==> config.mk <==
export PLATFORM = sky130hd
export DESIGN_NAME = rv32_lsu_flat
export DESIGN_NICKNAME = d
export VERILOG_FILES = /design/src/rtl/rv32_lsu_if.sv /design/src/rtl/rv32_lsu.sv /design/src/flat_wrapper.sv
export SDC_FILE = /design/constraint.sdc
export NUM_CORES = 1
export LEC_CHECK = 0
export BUFFER_PORTS_ARGS = -buffer_cell sky130_fd_sc_hd__buf_2
export CAP_MARGIN = 20
export CORE_MARGIN = 2
export CORE_UTILIZATION = 54
export CTS_BUF_LIST = sky130_fd_sc_hd__clkbuf_8
export CTS_CLUSTER_DIAMETER = 200
export CTS_CLUSTER_SIZE = 10
export DETAILED_ROUTE_END_ITERATION = 10
export PLACE_DENSITY = 0.94
export SETUP_SLACK_MARGIN = 0.15
export SYNTH_ARGS = -nofsm -noshare
export SYNTH_HDL_FRONTEND = slang
export SYNTH_SLANG_ARGS = --single-unit
==> constraint.sdc <==
create_clock -name CLK -period 2.5 [get_ports CLK]
set_input_delay 0.375 -clock CLK [delete_from_list [all_inputs] [get_ports CLK]]
set_output_delay 0.375 -clock CLK [all_outputs]
set_load 0.01 [all_outputs]
==> src/rtl/rv32_lsu_if.sv <==
// rv32_lsu_if: data-memory request/acknowledge bus between the LSU and memory.
interface rv32_lsu_if #(
    parameter int width = 32
);
    logic             mem_req;
    logic             mem_we;
    logic [width-1:0] mem_addr;
    logic [3:0]       mem_be;
    logic [width-1:0] mem_wdata;
    logic             mem_ack;
    logic [width-1:0] mem_rdata;

    modport master (
        output mem_req, mem_we, mem_addr, mem_be, mem_wdata,
        input  mem_ack, mem_rdata
    );

    modport slave (
        input  mem_req, mem_we, mem_addr, mem_be, mem_wdata,
        output mem_ack, mem_rdata
    );
endinterface

==> src/rtl/rv32_lsu.sv <==
// rv32_lsu: RV32I load/store unit with lane steering, byte enables, load extension and a req/ack memory handshake.
// Optional macro LSU_TIMEOUT_EN adds an ACCESS watchdog of TIMEOUT_CYCLES cycles that retires the op with op_err.
module rv32_lsu #(
    parameter int width = 32
`ifdef LSU_TIMEOUT_EN
    , parameter int TIMEOUT_CYCLES = 16
`endif
) (
    input  logic             CLK,
    input  logic             reset_,
    input  logic             op_valid,
    input  logic             op_store,
    input  logic [2:0]       func3,
    input  logic [width-1:0] op_addr,
    input  logic [width-1:0] op_wdata,
    output logic             busy,
    output logic             op_done,
    output logic             op_err,
    output logic [width-1:0] op_rdata,
    rv32_lsu_if.master       mem
);
    typedef enum logic [1:0] {IDLE, ACCESS, DONE} state_t;

    state_t           state, state_nx;
    logic             legal, take, err_q, err_nx, tmo;
    logic [3:0]       be_nx;
    logic [width-1:0] wd_nx, ld_val;
    logic [2:0]       ld_f3;
    logic [1:0]       lane;
    logic [7:0]       ld_b;
    logic [15:0]      ld_h;

    // Decode legality (funct3 + alignment) and steer store data/enables for the incoming op
    always_comb begin
        legal = (func3[1:0] != 2'b11) && !(func3[2] && (op_store || func3[1])) &&
                (func3[1:0] == 2'b01 ? !op_addr[0] :
                 func3[1:0] == 2'b10 ? op_addr[1:0] == 2'b00 : 1'b1);
        be_nx = func3[1] ? 4'b1111 : func3[0] ? (op_addr[1] ? 4'b1100 : 4'b0011) : 4'b0001 << op_addr[1:0];
        wd_nx = func3[1] ? op_wdata : func3[0] ? {2{op_wdata[15:0]}} : {4{op_wdata[7:0]}};
        take  = (state == IDLE) && op_valid && legal;
    end

    // Pick the addressed lane of the returned word and sign/zero extend it
    always_comb begin
        ld_b   = 8'(mem.mem_rdata >> {lane, 3'b000});
        ld_h   = lane[1] ? mem.mem_rdata[31:16] : mem.mem_rdata[15:0];
        ld_val = ld_f3[1] ? mem.mem_rdata :
                 ld_f3[0] ? {{16{~ld_f3[2] & ld_h[15]}}, ld_h} :
                            {{24{~ld_f3[2] & ld_b[7]}}, ld_b};
    end

`ifdef LSU_TIMEOUT_EN
    localparam int cw = $clog2(TIMEOUT_CYCLES + 1);
    logic [cw-1:0] cnt;

    assign tmo = cnt == cw'(TIMEOUT_CYCLES - 1);

    // Count ACCESS cycles; zero outside ACCESS so each access starts from a cleared count
    always_ff @(posedge CLK or negedge reset_) begin
        if (!reset_) cnt <= '0;
        else         cnt <= (state == ACCESS) ? cnt + 1'b1 : '0;
    end
`else
    assign tmo = 1'b0;
`endif

    // Next state and error flag; op_valid is only looked at in IDLE
    always_comb begin
        state_nx = state;
        err_nx   = err_q;
        case (state)
            IDLE: if (op_valid) begin
                state_nx = legal ? ACCESS : DONE;
                err_nx   = !legal;
            end
            ACCESS: if (mem.mem_ack) begin
                state_nx = DONE;
                err_nx   = 1'b0;
            end else if (tmo) begin
                state_nx = DONE;
                err_nx   = 1'b1;
            end
            default: state_nx = IDLE;
        endcase
    end

    // State and error register
    always_ff @(posedge CLK or negedge reset_) begin
        if (!reset_) begin
            state <= IDLE;
            err_q <= 1'b0;
        end else begin
            state <= state_nx;
            err_q <= err_nx;
        end
    end

    // Capture the memory command once at acceptance so it stays stable for the whole access
    always_ff @(posedge CLK or negedge reset_) begin
        if (!reset_) begin
            mem.mem_we    <= 1'b0;
            mem.mem_addr  <= '0;
            mem.mem_be    <= '0;
            mem.mem_wdata <= '0;
            ld_f3         <= '0;
            lane          <= '0;
        end else if (take) begin
            mem.mem_we    <= op_store;
            mem.mem_addr  <= {op_addr[width-1:2], 2'b00};
            mem.mem_be    <= be_nx;
            mem.mem_wdata <= wd_nx;
            ld_f3         <= func3;
            lane          <= op_addr[1:0];
        end
    end

    // Load result only changes when a load is acknowledged
    always_ff @(posedge CLK or negedge reset_) begin
        if (!reset_)                                             op_rdata <= '0;
        else if (state == ACCESS && mem.mem_ack && !mem.mem_we) op_rdata <= ld_val;
    end

    assign mem.mem_req = state == ACCESS;
    assign op_done     = state == DONE;
    assign op_err      = op_done && err_q;
    assign busy        = (state == IDLE && op_valid) || state == ACCESS;
endmodule

==> src/flat_wrapper.sv <==
// flat-port wrapper written by rule: the top's interface ports become plain ports
module rv32_lsu_flat 
#(
    parameter int width = 32

)
  (CLK, reset_, op_valid, op_store, func3, op_addr, op_wdata, busy, op_done, op_err, op_rdata, mem_mem_req, mem_mem_we, mem_mem_addr, mem_mem_be, mem_mem_wdata, mem_mem_ack, mem_mem_rdata);
  rv32_lsu_if #(.width(width)) mem_i ();
  input  logic CLK;
  input  logic reset_;
  input  logic op_valid;
  input  logic op_store;
  input  logic [2:0] func3;
  input  logic [width-1:0] op_addr;
  input  logic [width-1:0] op_wdata;
  output logic busy;
  output logic op_done;
  output logic op_err;
  output logic [width-1:0] op_rdata;
  output wire logic [$bits(mem_i.mem_req)-1:0] mem_mem_req;
  output wire logic [$bits(mem_i.mem_we)-1:0] mem_mem_we;
  output wire logic [$bits(mem_i.mem_addr)-1:0] mem_mem_addr;
  output wire logic [$bits(mem_i.mem_be)-1:0] mem_mem_be;
  output wire logic [$bits(mem_i.mem_wdata)-1:0] mem_mem_wdata;
  input wire logic [$bits(mem_i.mem_ack)-1:0] mem_mem_ack;
  input wire logic [$bits(mem_i.mem_rdata)-1:0] mem_mem_rdata;
  assign mem_mem_req = mem_i.mem_req;
  assign mem_mem_we = mem_i.mem_we;
  assign mem_mem_addr = mem_i.mem_addr;
  assign mem_mem_be = mem_i.mem_be;
  assign mem_mem_wdata = mem_i.mem_wdata;
  assign mem_i.mem_ack = mem_mem_ack;
  assign mem_i.mem_rdata = mem_mem_rdata;
  rv32_lsu #(.width(width)) u_core (.CLK(CLK), .reset_(reset_), .op_valid(op_valid), .op_store(op_store), .func3(func3), .op_addr(op_addr), .op_wdata(op_wdata), .busy(busy), .op_done(op_done), .op_err(op_err), .op_rdata(op_rdata), .mem(mem_i));
endmodule
# Word-level counts from Yosys, hierarchy flattened
# Cells that the tools add are included.
# word_totals
regBits,107
output_inout_bits,105
wordCells,57
# classes
reduce_logical,19
n_shift,2
mux,17
bitwise,3
n_eq_ne,7
# ops
operator,n
32-bit two-way mux,4
32-bit by 5-bit right shift with 8-bit output,1
16-bit two-way mux,1
4-bit two-way mux,3
1-bit logical AND,8
2-bit two-way mux,3
"2-bit by 1-bit equality test with 1-bit output, second input constant",2
"2-bit equality test, second input constant",2
1-bit zero test,4
2-bit zero test,2
1-bit two-way mux,4
"2-bit inequality test, second input constant",2
2-bit case mux with 2 select lines,1
"1-bit by 2-bit << shifter with 4-bit output, first input constant",1
3-bit AND reduction,1
1-bit bitwise AND,2
1-bit logical OR,2
"2-bit by 1-bit inequality test with 1-bit output, second input constant",1
1-bit case mux with 2 select lines,1
2-bit AND reduction,1
2-bit nonzero test,1
1-bit NOT,1

# Logic depth before layout (Yosys ltp)
# depth
word_depth,8
mapped_depth,7
mapped_depth_nobuf,5

# Worst setup path before layout
# Ideal clock, no wire load.
# synth_path
path_type,register to register
startpoint,register u_core.mem.mem_we
endpoint,register u_core.op_rdata[21]
synth_period_minus_slack_ns,1.686
setup_ns,0.067
arrival_ns,1.618
path_buffers,2
stages_incl_launch_ff,7
setup_slack_ns,0.814
path_cell_list,dfrtp_1 -> and4bb_4 -> nand2b_1 -> buf_6 -> a2111o_1 -> buf_6 -> nand3_2
# synth_between
elab_chain_cells,2
# synth_lines
element,line_no,source
start: declaration,rv32_lsu_if.sv:14,"output mem_req, mem_we, mem_addr, mem_be, mem_wdata,"
start signal: assignment,rv32_lsu.sv:108,mem.mem_we <= op_store;
1-bit zero test,rv32_lsu.sv:120,else if (state == ACCESS && mem.mem_ack && !mem.mem_we) op_rdata <= ld_val;
1-bit logical AND,rv32_lsu.sv:120,
end signal: assignment,rv32_lsu.sv:120,
end: declaration,rv32_lsu.sv:19,"output logic [width-1:0] op_rdata,"
# No other way between the ends.
# A chain may end at the register's enable or synchronous reset.

# Final worst setup path
# layout_path
startpoint,register u_core.state[1]
endpoint,register u_core.op_rdata[25]
# layout_between
elab_chain_cells,3
# layout_lines
element,line_no,source
start: declaration,rv32_lsu.sv:24,"state_t state, state_nx;"
start signal: assignment,rv32_lsu.sv:93,state <= state_nx;
2-bit by 1-bit equality test with 1-bit output,rv32_lsu.sv:120,
1-bit logical AND (2 in series),rv32_lsu.sv:120,
# No other way between the ends.

==> summary.md <==
| Metric | Value |
|---|---|
| Outcome | `finished, final reports clean` |
| WP data required | `2.80 ns` |
| Die X | `100 um` |
| Main synth FF type | `dfrtp_1` |
| Clock transition at path regs | `0.10 ns` |
| Lkg Pwr | `3.21 nW` |
| Number of CTS-inserted buffers | `9` |
| 1st-pass router iterations | `5` |
| Root Buffer | `clkbuf_8` |
| R2R Setup Slk | `0.52 ns` |
| Nets | `760` |
| Final HPWL DP | `9580 um` |
| Synth async-reset ratio | `100%` |
| Synth warn | `0` |
| Slew of the pin with the lowest slew margin | `0.626 ns` |
| Sequential share of the synthesized area | `53.8%` |
| Max clock buf depth | `2` |
| Fmax | `0.505 GHz` |
| Post-route design area | `6320 um^2` |
| Share of layout cells above drive strength 1 | `46.7%` |
| Crit path capture type | `flop` |
| Post-route ant nets | `0` |
| Synth unique cells | `37` |
| H-tree Lvls | `3` |
| Residual DRC | `0` |
| Slowest cell delay on critical path | `0.59 ns` |
| R2r worst-path depth | `5` |
| Final GP Congestion | `0.824` |
| Worst R2R Start | `u_core.state[1]` |
| Post-synth top area cell | `dfrtp_1` |
| Final setup viols | `0` |
| Largest net degree at the start of global routing | `64` |
| Critical path's slowest cell | `a2111o_1` |
| 1st-iter DRT viols | `193` |
| First-pass GRT wire length | `20600 um` |
| Final min period | `1.98 ns` |
| Initial Utilization | `54.7%` |
| Unrepaired setup endpoints after global routing | `no` |
| Cts repair resizes | `0` |
| Layout Skew | `0.0173 ns` |
| Via count | `4377` |
| Routed wire length | `12900 um` |
| Utilization after layout | `69.4%` |
| Die height | `100 um` |
| Final Hold Vio Count | `0` |
| Placed instance count | `756` |
| Cells after Synth | `461` |
| Cell Count, Final, Fillers Out | `772` |
| DP Worst Slack | `0.279 ns` |
| Maxcap violations | `0` |
| Worst path setup slack after routing | `0.518 ns` |
| Port bufs | `206` |
| CP cell instances | `and4bb_4, nand2b_1, a2111o_1, buf_4, nand3_2` |
| Global route total overflow | `0` |
| Synth top area share | `53.8%` |
| Number of global-route vias before repair | `4273` |
| CTS tree | `yes` |
| Core Region | `9110 um^2` |
| ANT cells | `0` |
| CP startpoint kind | `flop` |
| CTS hold repair buffers | `0` |
| Final TNS setup | `0 ns` |
| Max Fanout on Critical Path | `10` |
| CP Class | `reg -> reg` |
| Placed Area | `6110 um^2` |
| Die area | `10000 um^2` |
| I/O pins | `209` |
| Row count | `35` |
| Post-synth EDFFs | `0` |
| Clk Latency, worst-skew pair | `0.37 ns` |
| Number of vias per cell | `5.67` |
| Rel. slew slack | `58.2%` |
| Initial antenna violation count | `0` |
| Area Growth Syn to Fin | `26.9%` |
| Top cells by area, synth | `dfrtp_1 54%, mux2_2 10%, nand2_1 5.5%` |
| Register bit total from synthesis | `107` |
| Arrival time at the worst endpoint | `2.29 ns` |
| Sink Count | `107` |
| Slew Viols, Final | `0` |
| Avg WL per Cell | `16.7 um` |
| CP endpoint | `u_core.op_rdata[25]` |
| Mapped Avg Cell Area | `10.8 um^2` |
| Worst setup path startpoint | `u_core.state[1]` |
| VDD IR-drop max | `552 uV` |
| Global router's overall resource usage | `25.9%` |
| WHS | `0.0248 ns` |
| Critical R2R Capture | `u_core.op_rdata[25]` |
| Synth Cell Area | `4980 um^2` |
| Final worst path period share | `79.3%` |
| Hold crit path type | `in -> async` |
| Power Dens Cells | `996 nW/um^2` |
| Post-CTS setup-driven buffer insertion count | `0` |
| Total power | `6.30 mW` |
[cells by family after synthesis]
| group | share of synthesized area [%] |
|---|---|
| DFF | 53.8 |
| other | 0.0753 |
| muxes | 13.1 |
| AOI/OAI and AO/OA | 11.1 |
| buffers and inverters | 3.72 |
| and+or+nand+nor | 18.3 |
[worst max-delay path, delay by kind of cell (launching register included)]
kind                   cells  cell delay, ns
flip-flops                 1            0.43
AO/OA/AOI/OAI              1            0.59
AND/OR/NAND/NOR            3            0.64
buffers and inverters      1            0.26
[flip-flops by register name, summed over array words and instances, names as in the netlist]
signal                flops
u_core.lane               2
u_core.mem.mem_wdata     32
u_core.mem.mem_be         4
u_core.mem.mem_we         1
u_core.err_q              1
u_core.ld_f3              3
u_core.op_rdata          32
u_core.state              2
u_core.mem.mem_addr      30
[synth_stat cells, types with 2 or more instances]
library cell,number
mux2i_1,9
o221a_2,7
dfrtp_1,107
mux2_1,4
o21ai_0,24
o21ai_1,2
nand3_2,10
buf_4,2
o31ai_1,17
nand2_1,73
inv_1,3
clkbuf_1,17
nand2b_1,2
nor3_1,7
nand3b_1,9
or2_2,7
mux2_2,46
buf_6,3
a21oi_1,12
buf_1,3
a31oi_1,7
nand3_1,22
nor4_1,2
nor2b_1,27
buf_2,10
nor2_1,11
a211oi_1,8
[power breakdown]
group	switching, mW	internal (mW)	leakage (nW)
Combinational	1.28	1.13	1.81
Clock	0.595	0.500	0.0995
Sequential	0.391	2.40	1.30
[area by class of cell]
| class | count | area [um^2] |
|---|---|---|
| Clock buffer | 10 | 138 |
| Clock inverter | 6 | 71.3 |
| Fill cell | 669 | 2790 |
| Inverter | 3 | 11.3 |
| Multi-Input combinational cell | 317 | 2130 |
| Sequential cell | 107 | 2680 |
| Tap cell | 111 | 139 |
| Timing Repair Buffer | 218 | 1150 |
[cells in the final DEF, fill, tap and decap left out, types with 9 or more instances in the layout]
cell,netlist,final
a21oi_1,12,12
buf_2,10,205
buf_4,2,11
clkbuf_8,0,10
dfrtp_1,107,107
mux2_2,46,46
mux2i_1,9,9
nand2_1,73,73
nand3_1,22,22
nand3_2,10,10
nand3b_1,9,9
nor2_1,11,11
nor2b_1,27,27
o21ai_0,24,24
o31ai_1,17,17
[worst min-delay path by stage]
stage                      start                      to  slack [ns]  depth (start not counted)
after detailed placement  reset_  u_core.mem.mem_addr[3]        0.44                          1
after global placement    reset_  u_core.mem.mem_addr[3]        0.42                          1
after CTS                 reset_  u_core.mem.mem_addr[3]        0.03                          1
final                     reset_  u_core.mem.mem_addr[3]        0.02                          1
after floorplan           reset_            u_core.err_q        0.08                          0
after global routing      reset_  u_core.mem.mem_addr[8]        0.06                          1
[per-layer routing]
layer | wire length, um | up-vias | global-route usage [%]
li1 | - | 2004 | -
met1 | 4860 | 2110 | 32.1
met2 | 6600 | 230 | 44.0
met3 | 1090 | 33 | 5.85
met4 | 311 | 0 | 11.0
met5 | 0 | - | 0
Note: power is estimated with default switching activity, not from simulation.
